--- config.mk ---
export PLATFORM = sky130hd
export DESIGN_NAME = gpmc_mailbox_reader
export DESIGN_NICKNAME = d
export VERILOG_FILES = /design/src/rtl/gpmc_mbox_pkg.sv /design/src/rtl/gpmc_mbox_poll_timer.sv /design/src/rtl/gpmc_mailbox_reader.sv
export SDC_FILE = /design/constraint.sdc
export NUM_CORES = 1
export LEC_CHECK = 0
export CAP_MARGIN = 20
export CORE_UTILIZATION = 45
export CTS_CLUSTER_DIAMETER = 40
export DETAILED_ROUTE_END_ITERATION = 8
export DONT_BUFFER_PORTS = 1
export MAX_ROUTING_LAYER = met4
export PLACE_DENSITY = 0.56
export SYNTH_ARGS = -nofsm -noshare
export SYNTH_HDL_FRONTEND = slang
export SYNTH_SLANG_ARGS = --single-unit
--- constraint.sdc ---
create_clock -name SYS_CLK -period 2.4 [get_ports SYS_CLK]
set_clock_uncertainty 0.1 [all_clocks]
set_input_delay 0.24 -clock SYS_CLK [delete_from_list [all_inputs] [get_ports SYS_CLK]]
set_output_delay 0.24 -clock SYS_CLK [all_outputs]
set_load 0.1 [all_outputs]
--- src/rtl/gpmc_mbox_pkg.sv ---
`default_nettype none
// ============================================================================
//  Module   : gpmc_mbox_pkg
//  Purpose  : Definitions shared by the mailbox reader RTL and the host
//             driver bench: FSM state enumeration and the default BRAM
//             addresses of the host write pointer and engine read pointer.
//  Revision : 1.0  initial release
// ============================================================================
package gpmc_mbox_pkg;

   localparam int          c_ADDR_W            = 11;
   localparam int          c_DATA_W            = 16;
   localparam logic [10:0] c_WPTR_ADDR_DEFAULT = 11'h7FE;
   localparam logic [10:0] c_RPTR_ADDR_DEFAULT = 11'h7FF;

   typedef enum logic [2:0] {
      ST_INIT     = 3'd0,
      ST_IDLE     = 3'd1,
      ST_RD_WPTR  = 3'd2,
      ST_CAP_WPTR = 3'd3,
      ST_RD_DATA  = 3'd4,
      ST_CAP_DATA = 3'd5,
      ST_OUT      = 3'd6,
      ST_WR_RPTR  = 3'd7
   } mbox_state_t;

endpackage : gpmc_mbox_pkg
`default_nettype wire

--- src/rtl/gpmc_mbox_poll_timer.sv ---
`default_nettype none
// ============================================================================
//  Module   : gpmc_mbox_poll_timer
//  Purpose  : Idle-interval counter between write-pointer polls. Counts
//             0..POLL_CYCLES-1 while i_run is high and wraps to 0 on expiry.
//  Ports    : SYS_CLK   in  clock
//             SYS_RST_N in  asynchronous active-low reset
//             i_clear   in  force counter to 0 (has priority over i_run)
//             i_run     in  advance the counter this cycle
//             o_expire  out high in the last counting cycle while running
//  Revision : 1.0  initial release
// ============================================================================
module gpmc_mbox_poll_timer #(
   parameter int POLL_CYCLES = 16
) (
   input  logic SYS_CLK,
   input  logic SYS_RST_N,
   input  logic i_clear,
   input  logic i_run,
   output logic o_expire
);

   localparam int                 c_CNT_W = (POLL_CYCLES > 1) ? $clog2(POLL_CYCLES) : 1;
   localparam logic [c_CNT_W-1:0] c_LAST  = c_CNT_W'(POLL_CYCLES - 1);

   logic [c_CNT_W-1:0] r_count;
   logic               w_at_last;

   assign w_at_last = (r_count == c_LAST);
   assign o_expire  = i_run && w_at_last;

   always_ff @(posedge SYS_CLK or negedge SYS_RST_N) begin
      if (!SYS_RST_N) begin
         r_count <= '0;
      end else if (i_clear) begin
         r_count <= '0;
      end else if (i_run) begin
         r_count <= w_at_last ? '0 : r_count + c_CNT_W'(1);
      end
   end

endmodule : gpmc_mbox_poll_timer
`default_nettype wire

--- src/rtl/gpmc_mailbox_reader.sv ---
`default_nettype none
// ============================================================================
//  Module   : gpmc_mailbox_reader
//  Purpose  : Drains a host-filled ring buffer held in a dual-port BRAM
//             (this block owns port B). Polls the host write pointer while
//             the ring is empty, streams each ring word out on a valid/ready
//             port and publishes the updated read pointer back to BRAM.
//  Ports    : SYS_CLK    in   clock (BRAM port B shares it)
//             SYS_RST_N  in   asynchronous active-low reset
//             enable     in   1 = run, 0 = park after the current word/poll
//             b_ena      out  BRAM port-B enable
//             b_wr       out  BRAM port-B write strobe
//             b_addr     out  BRAM port-B word address
//             b_din      out  BRAM port-B write data
//             b_dout     in   BRAM port-B read data (one cycle latency)
//             m_valid    out  output word valid
//             m_data     out  output word
//             m_ready    in   downstream accepts m_data
//             ring_empty out  cached write pointer equals read pointer
//  Revision : 1.0  initial release
// ============================================================================
module gpmc_mailbox_reader
   import gpmc_mbox_pkg::*;
#(
   parameter int          RING_LOG2   = 10,
   parameter logic [10:0] WPTR_ADDR   = c_WPTR_ADDR_DEFAULT,
   parameter logic [10:0] RPTR_ADDR   = c_RPTR_ADDR_DEFAULT,
   parameter int          POLL_CYCLES = 16
) (
   input  logic        SYS_CLK,
   input  logic        SYS_RST_N,
   input  logic        enable,
   output logic        b_ena,
   output logic        b_wr,
   output logic [10:0] b_addr,
   output logic [15:0] b_din,
   input  logic [15:0] b_dout,
   output logic        m_valid,
   output logic [15:0] m_data,
   input  logic        m_ready,
   output logic        ring_empty
);

   mbox_state_t          r_state;
   mbox_state_t          w_state_nxt;
   logic                 r_init_issued;
   logic [RING_LOG2-1:0] r_rptr;
   logic [RING_LOG2-1:0] w_rptr_nxt;
   logic [RING_LOG2-1:0] r_wptr_q;
   logic [RING_LOG2-1:0] w_wptr_nxt;
   logic [RING_LOG2-1:0] w_new_wptr;
   logic                 w_handshake;

   logic                 w_timer_clear;
   logic                 w_timer_run;
   logic                 w_timer_expire;

   logic                 w_b_ena;
   logic                 w_b_wr;
   logic [10:0]          w_b_addr;
   logic [15:0]          w_b_din;

   logic                 r_b_ena;
   logic                 r_b_wr;
   logic [10:0]          r_b_addr;
   logic [15:0]          r_b_din;
   logic                 r_m_valid;
   logic [15:0]          r_m_data;
   logic                 r_ring_empty;

   // Upper bits of the host pointer word are don't-care.
   assign w_new_wptr  = b_dout[RING_LOG2-1:0];
   assign w_handshake = (r_state == ST_OUT) && m_ready;

   // ------------------------------------------------------------------
   // Poll interval timer: runs only while idling with the engine enabled,
   // so every IDLE visit starts counting from zero.
   // ------------------------------------------------------------------
   assign w_timer_run   = (r_state == ST_IDLE) && enable;
   assign w_timer_clear = !w_timer_run;

   gpmc_mbox_poll_timer #(
      .POLL_CYCLES (POLL_CYCLES)
   ) u_poll_timer (
      .SYS_CLK   (SYS_CLK),
      .SYS_RST_N (SYS_RST_N),
      .i_clear   (w_timer_clear),
      .i_run     (w_timer_run),
      .o_expire  (w_timer_expire)
   );

   // ------------------------------------------------------------------
   // FSM: state register
   // INIT is held for two cycles: the first loads the port-B registers
   // with the RPTR clear write, the second presents it to the BRAM.
   // ------------------------------------------------------------------
   always_ff @(posedge SYS_CLK or negedge SYS_RST_N) begin
      if (!SYS_RST_N) begin
         r_state       <= ST_INIT;
         r_init_issued <= 1'b0;
      end else begin
         r_state       <= w_state_nxt;
         r_init_issued <= (r_state == ST_INIT) && !r_init_issued;
      end
   end

   // ------------------------------------------------------------------
   // FSM: next-state logic
   // ------------------------------------------------------------------
   always_comb begin
      w_state_nxt = r_state;
      case (r_state)
         ST_INIT:     if (r_init_issued) w_state_nxt = ST_IDLE;
         ST_IDLE:     if (w_timer_expire) w_state_nxt = ST_RD_WPTR;
         ST_RD_WPTR:  w_state_nxt = ST_CAP_WPTR;
         ST_CAP_WPTR: w_state_nxt = (enable && (w_new_wptr != r_rptr)) ? ST_RD_DATA : ST_IDLE;
         ST_RD_DATA:  w_state_nxt = ST_CAP_DATA;
         ST_CAP_DATA: w_state_nxt = ST_OUT;
         ST_OUT:      if (m_ready) w_state_nxt = ST_WR_RPTR;
         ST_WR_RPTR: begin
            if (!enable)                 w_state_nxt = ST_IDLE;
            else if (r_rptr != r_wptr_q) w_state_nxt = ST_RD_DATA;
            else                         w_state_nxt = ST_RD_WPTR;
         end
         default:     w_state_nxt = ST_INIT;
      endcase
   end

   // ------------------------------------------------------------------
   // FSM: output decode. Decoded from the next state (and next pointer)
   // and then registered, so the registered port-B signals line up with
   // the state they belong to and reads land in the CAP_* states.
   // ------------------------------------------------------------------
   always_comb begin
      w_b_ena  = 1'b0;
      w_b_wr   = 1'b0;
      w_b_addr = '0;
      w_b_din  = '0;
      case (w_state_nxt)
         ST_INIT: begin
            w_b_ena  = 1'b1;
            w_b_wr   = 1'b1;
            w_b_addr = RPTR_ADDR;
         end
         ST_RD_WPTR: begin
            w_b_ena  = 1'b1;
            w_b_addr = WPTR_ADDR;
         end
         ST_RD_DATA: begin
            w_b_ena  = 1'b1;
            w_b_addr = 11'(w_rptr_nxt);
         end
         ST_WR_RPTR: begin
            w_b_ena  = 1'b1;
            w_b_wr   = 1'b1;
            w_b_addr = RPTR_ADDR;
            w_b_din  = 16'(w_rptr_nxt);
         end
         default: begin
            w_b_ena  = 1'b0;
         end
      endcase
   end

   // ------------------------------------------------------------------
   // Pointer next values
   // ------------------------------------------------------------------
   always_comb begin
      w_rptr_nxt = r_rptr;
      if (w_handshake) w_rptr_nxt = r_rptr + RING_LOG2'(1);   // natural wrap
      w_wptr_nxt = r_wptr_q;
      if (r_state == ST_CAP_WPTR) w_wptr_nxt = w_new_wptr;
   end

   // ------------------------------------------------------------------
   // Datapath and output registers
   // ------------------------------------------------------------------
   always_ff @(posedge SYS_CLK or negedge SYS_RST_N) begin
      if (!SYS_RST_N) begin
         r_rptr       <= '0;
         r_wptr_q     <= '0;
         r_m_valid    <= 1'b0;
         r_m_data     <= '0;
         r_b_ena      <= 1'b0;
         r_b_wr       <= 1'b0;
         r_b_addr     <= '0;
         r_b_din      <= '0;
         r_ring_empty <= 1'b1;
      end else begin
         r_rptr       <= w_rptr_nxt;
         r_wptr_q     <= w_wptr_nxt;
         r_b_ena      <= w_b_ena;
         r_b_wr       <= w_b_wr;
         r_b_addr     <= w_b_addr;
         r_b_din      <= w_b_din;
         r_ring_empty <= (w_wptr_nxt == w_rptr_nxt);
         if (r_state == ST_CAP_DATA) begin
            r_m_data  <= b_dout;
            r_m_valid <= 1'b1;
         end else if (w_handshake) begin
            r_m_valid <= 1'b0;
         end
      end
   end

   assign b_ena      = r_b_ena;
   assign b_wr       = r_b_wr;
   assign b_addr     = r_b_addr;
   assign b_din      = r_b_din;
   assign m_valid    = r_m_valid;
   assign m_data     = r_m_data;
   assign ring_empty = r_ring_empty;

endmodule : gpmc_mailbox_reader
`default_nettype wire

==> impl_metrics.csv <==
group,metric,value,unit
floorplanning,die_x,85.8,um
clock_network,cts_tree,"yes",
clock_network,cts_resized,0,
synthesis,syn_area_per_cell,11.9,um2
synthesis,yosysMostFrequentCell,"dfrtp_1",
setup_path,critical_path.max_stage_delay,0.52,ns
global_routing,grt_max_degree,70,
setup_path,rr_startpoint,"r_state[2]",
setup_path,arrival,2.39,ns
hold_path,hold_path_class,"in2reg",
sta,rsz0062_at_grt,"false",
route,viasPerCell,4.94,
route,postRouteAntennaNets,0,
route,drt-total-wl,6000,um
global_routing,grt_usage,18.8,%
setup_path,r2r_slack,0.16,ns
run_status,status,"complete, no violations",
route,vias,1937,
sta,tightestPinTransition,0.911,ns
synthesis,synthArstFlopShare,100,%
clock_network,cts_buffer_depth,2,
synthesis,ys_top_cells_by_count,"68 x dfrtp_1, 23 x xor2_1, 22 x mux2_2",
place,gp_congestion,0.813,
place,dpl.hpwl,4100,um
floorplanning,die_area,7370,um2
run,drv_cap,0,
route,drt-initial-drc-count,25,
clock_network,cts_buffers,9,
synthesis,ys_seq_elements,69,
finish,num-fill-cells,586,
global_routing,antenna_found_initial,0,
sta,max_freq,0.446,GHz
setup_path,path_class,"reg2reg",
setup_path,worstSetupStartpoint,"r_state[2]",
global_routing,grt_pass1_wl,9930,um
setup_path,cp_cell_sequence,"nand3b_4 -> mux2i_1 -> nand3b_1 -> o211a_1 -> o31a_1 -> nor4_2",
finish,regArea,1730,um2
synthesis,yosys_warnings,0,
sta,max_slew_margin,39.3,%
clock_network,root_buffer,"clkbuf_8",
synthesis,synth_area_leaders,"dfrtp_1 54%, mux2_2 7.8%, xor2_1 6.4%",
clock_network,cts.sink_count,69,
setup_path,r2r_end,"ring_empty",
clock_network,cts_setup_buffers,0,
synthesis,yosysTopAreaCell,"dfrtp_1",
finish,antenna_cells,0,
sta,fin_ws,0.158,ns
finish,areaGrowthSynthToFinish,16.8,%
sta,fin_crit_sh,93.4,%
setup_path,cp-start-kind,"register",
setup_path,crit_end,"ring_empty",
global_routing,grt_overflow,0,
place,portBuffers,0,
setup_path,critPathTopFamily,"simple AND/OR/NAND/NOR gates",
setup_path,worstPathMaxFanout,9,
clock_network,cts.reportedPaths.clkPinSlew,0.07,ns
clock_network,clk-insertion-delay-late,0.34,ns
setup_path,path_buf_inv,0,
setup_path,crit_cells,6,
floorplanning,start_util,46.5,%
synthesis,synth_ff_type,"dfrtp_1",
place,pre_cts_slack,0.152,ns
sta,fin_setup_tns,0,ns
floorplanning,core,6790,um2
setup_path,r2r_cells,6,
sta,slew_violations,0,
global_routing,grt_pass1_vias,1951,
finish,multi_input_area,1260,um2
synthesis,yosys.area.top_type_share,53.8,%
sta,hold_viol,0,
sta,post-route-min-period,2.24,ns
finish,final_nets,313,
floorplanning,rows,30,
setup_path,required,2.55,ns
clock_network,cts-htree-levels,3,
synthesis,ys_seq_area_share,54.6,%
sta,setup_violations,0,
setup_path,endpoint_kind,"register",
synthesis,yosysUniqueCellTypes,50,
floorplanning,pin_count,67,
synthesis,syn_inst,266,
synthesis,syn_area,3160,um2
route,wl_per_cell,15.3,um
synthesis,synth_edf_count,0,
setup_path,cpMaxStageDelayCell,"dfrtp_1",
floorplanning,die_h,85.8,um
route,drc,0,
route,drt_first_pass_iters,4,
finish,layout-drive-gt1-share,19.9,%
[cells by family (layout without fill, tap and decap cells)]
group	after synthesis	count (layout)	share of synthesized area, %
adder cells (fa/ha/maj)	2	2	0.791
AND/OR/NAND/NOR	59	59	10.4
multiplexers	26	26	9.38
other	1	6	0.119
XOR/XNOR	41	41	11.8
flip-flops	69	69	54.6
AO/OA/AOI/OAI	30	30	6.73
buffers and inverters	38	63	6.05
[registers in the layout, indices dropped and copies added (netlist names)]
| name | cells |
|---|---|
| u_poll_timer.r_count | 4 |
| m_valid | 1 |
| b_ena | 1 |
| r_init_issued | 1 |
| r_rptr | 10 |
| b_addr | 11 |
| ring_empty | 1 |
| m_data | 16 |
| b_din | 10 |
| r_wptr_q | 10 |
| b_wr | 1 |
| r_state | 3 |
[per-layer routing]
layer	GRT usage [%]	routed length [um]	up-vias
li1	-	-	930
met1	26.7	3060	931
met2	24.8	2510	64
met3	4.72	306	12
met4	9.24	121	0
met5	-	0	-
[per-stage QoR]
stage               utilization, %  hold slack [ns]  instance area (um2)  instances
finish                        54.4           0.0595                 3690        392
global route                  54.4           0.0644                 3690        392
CTS                           54.4           0.0342                 3690        392
detailed placement            47.9           -0.153                 3260        358
global placement              47.9           -0.153                 3260        358
floorplan                        -           -0.156                 3180        271
[placed cells by master, fill, tap and decap left out, types with 2 or more instances in the layout]
cell type / instances
nand4_1: 6
buf_4: 10
inv_1: 17
and3_1: 4
nand2_1: 11
ha_1: 2
xnor2_1: 17
clkbuf_8: 10
and2_1: 2
conb_1: 6
inv_2: 2
a311oi_1: 2
mux2i_1: 2
xor2_1: 23
clkbuf_1: 2
a31oi_1: 2
nor2b_1: 2
a21oi_1: 2
o21ai_1: 11
nor2_1: 18
dfrtp_1: 68
mux2_2: 22
nand3_1: 6
bufinv_16: 3
nor4_2: 2
dlygate4sd3_1: 17
[cell type report]
class / instances / area share (%)
Tap cell: 96 / 3.25
Sequential cell: 69 / 46.8
Inverter: 19 / 1.93
Clock inverter: 4 / 2.57
Multi-Input combinational cell: 164 / 34.1
Clock buffer: 12 / 3.93
Timing Repair Buffer: 28 / 7.38
[worst register-to-register path, cell delays in order (launching register included)]
cell	delay, ns
dfrtp_1	0.52
nand3b_4	0.26
mux2i_1	0.44
nand3b_1	0.13
o211a_1	0.14
o31a_1	0.29
nor4_2	0.28
[worst min-delay path by stage]
stage | from | cells after the start | slack (ns) | end
2_1_floorplan | SYS_RST_N | 0 | -0.16 | b_addr[0]
3_3_place_gp | SYS_RST_N | 0 | -0.15 | b_wr
3_5_place_dp | SYS_RST_N | 0 | -0.15 | b_addr[9]
4_1_cts | b_dout[3] | 2 | 0.03 | r_wptr_q[3]
5_1_grt | enable | 3 | 0.06 | r_state[2]
6_report | b_dout[3] | 2 | 0.06 | r_wptr_q[3]
[timing repair]
item | in CTS | in global routing
hold buffers | 18 | 0
endpoints found under the setup margin | 0 | 0
hold endpoints to repair | 94 | 0
Power is not shown: default switching activity piles up to over one toggle a cycle in this logic, so the estimate is an artifact.
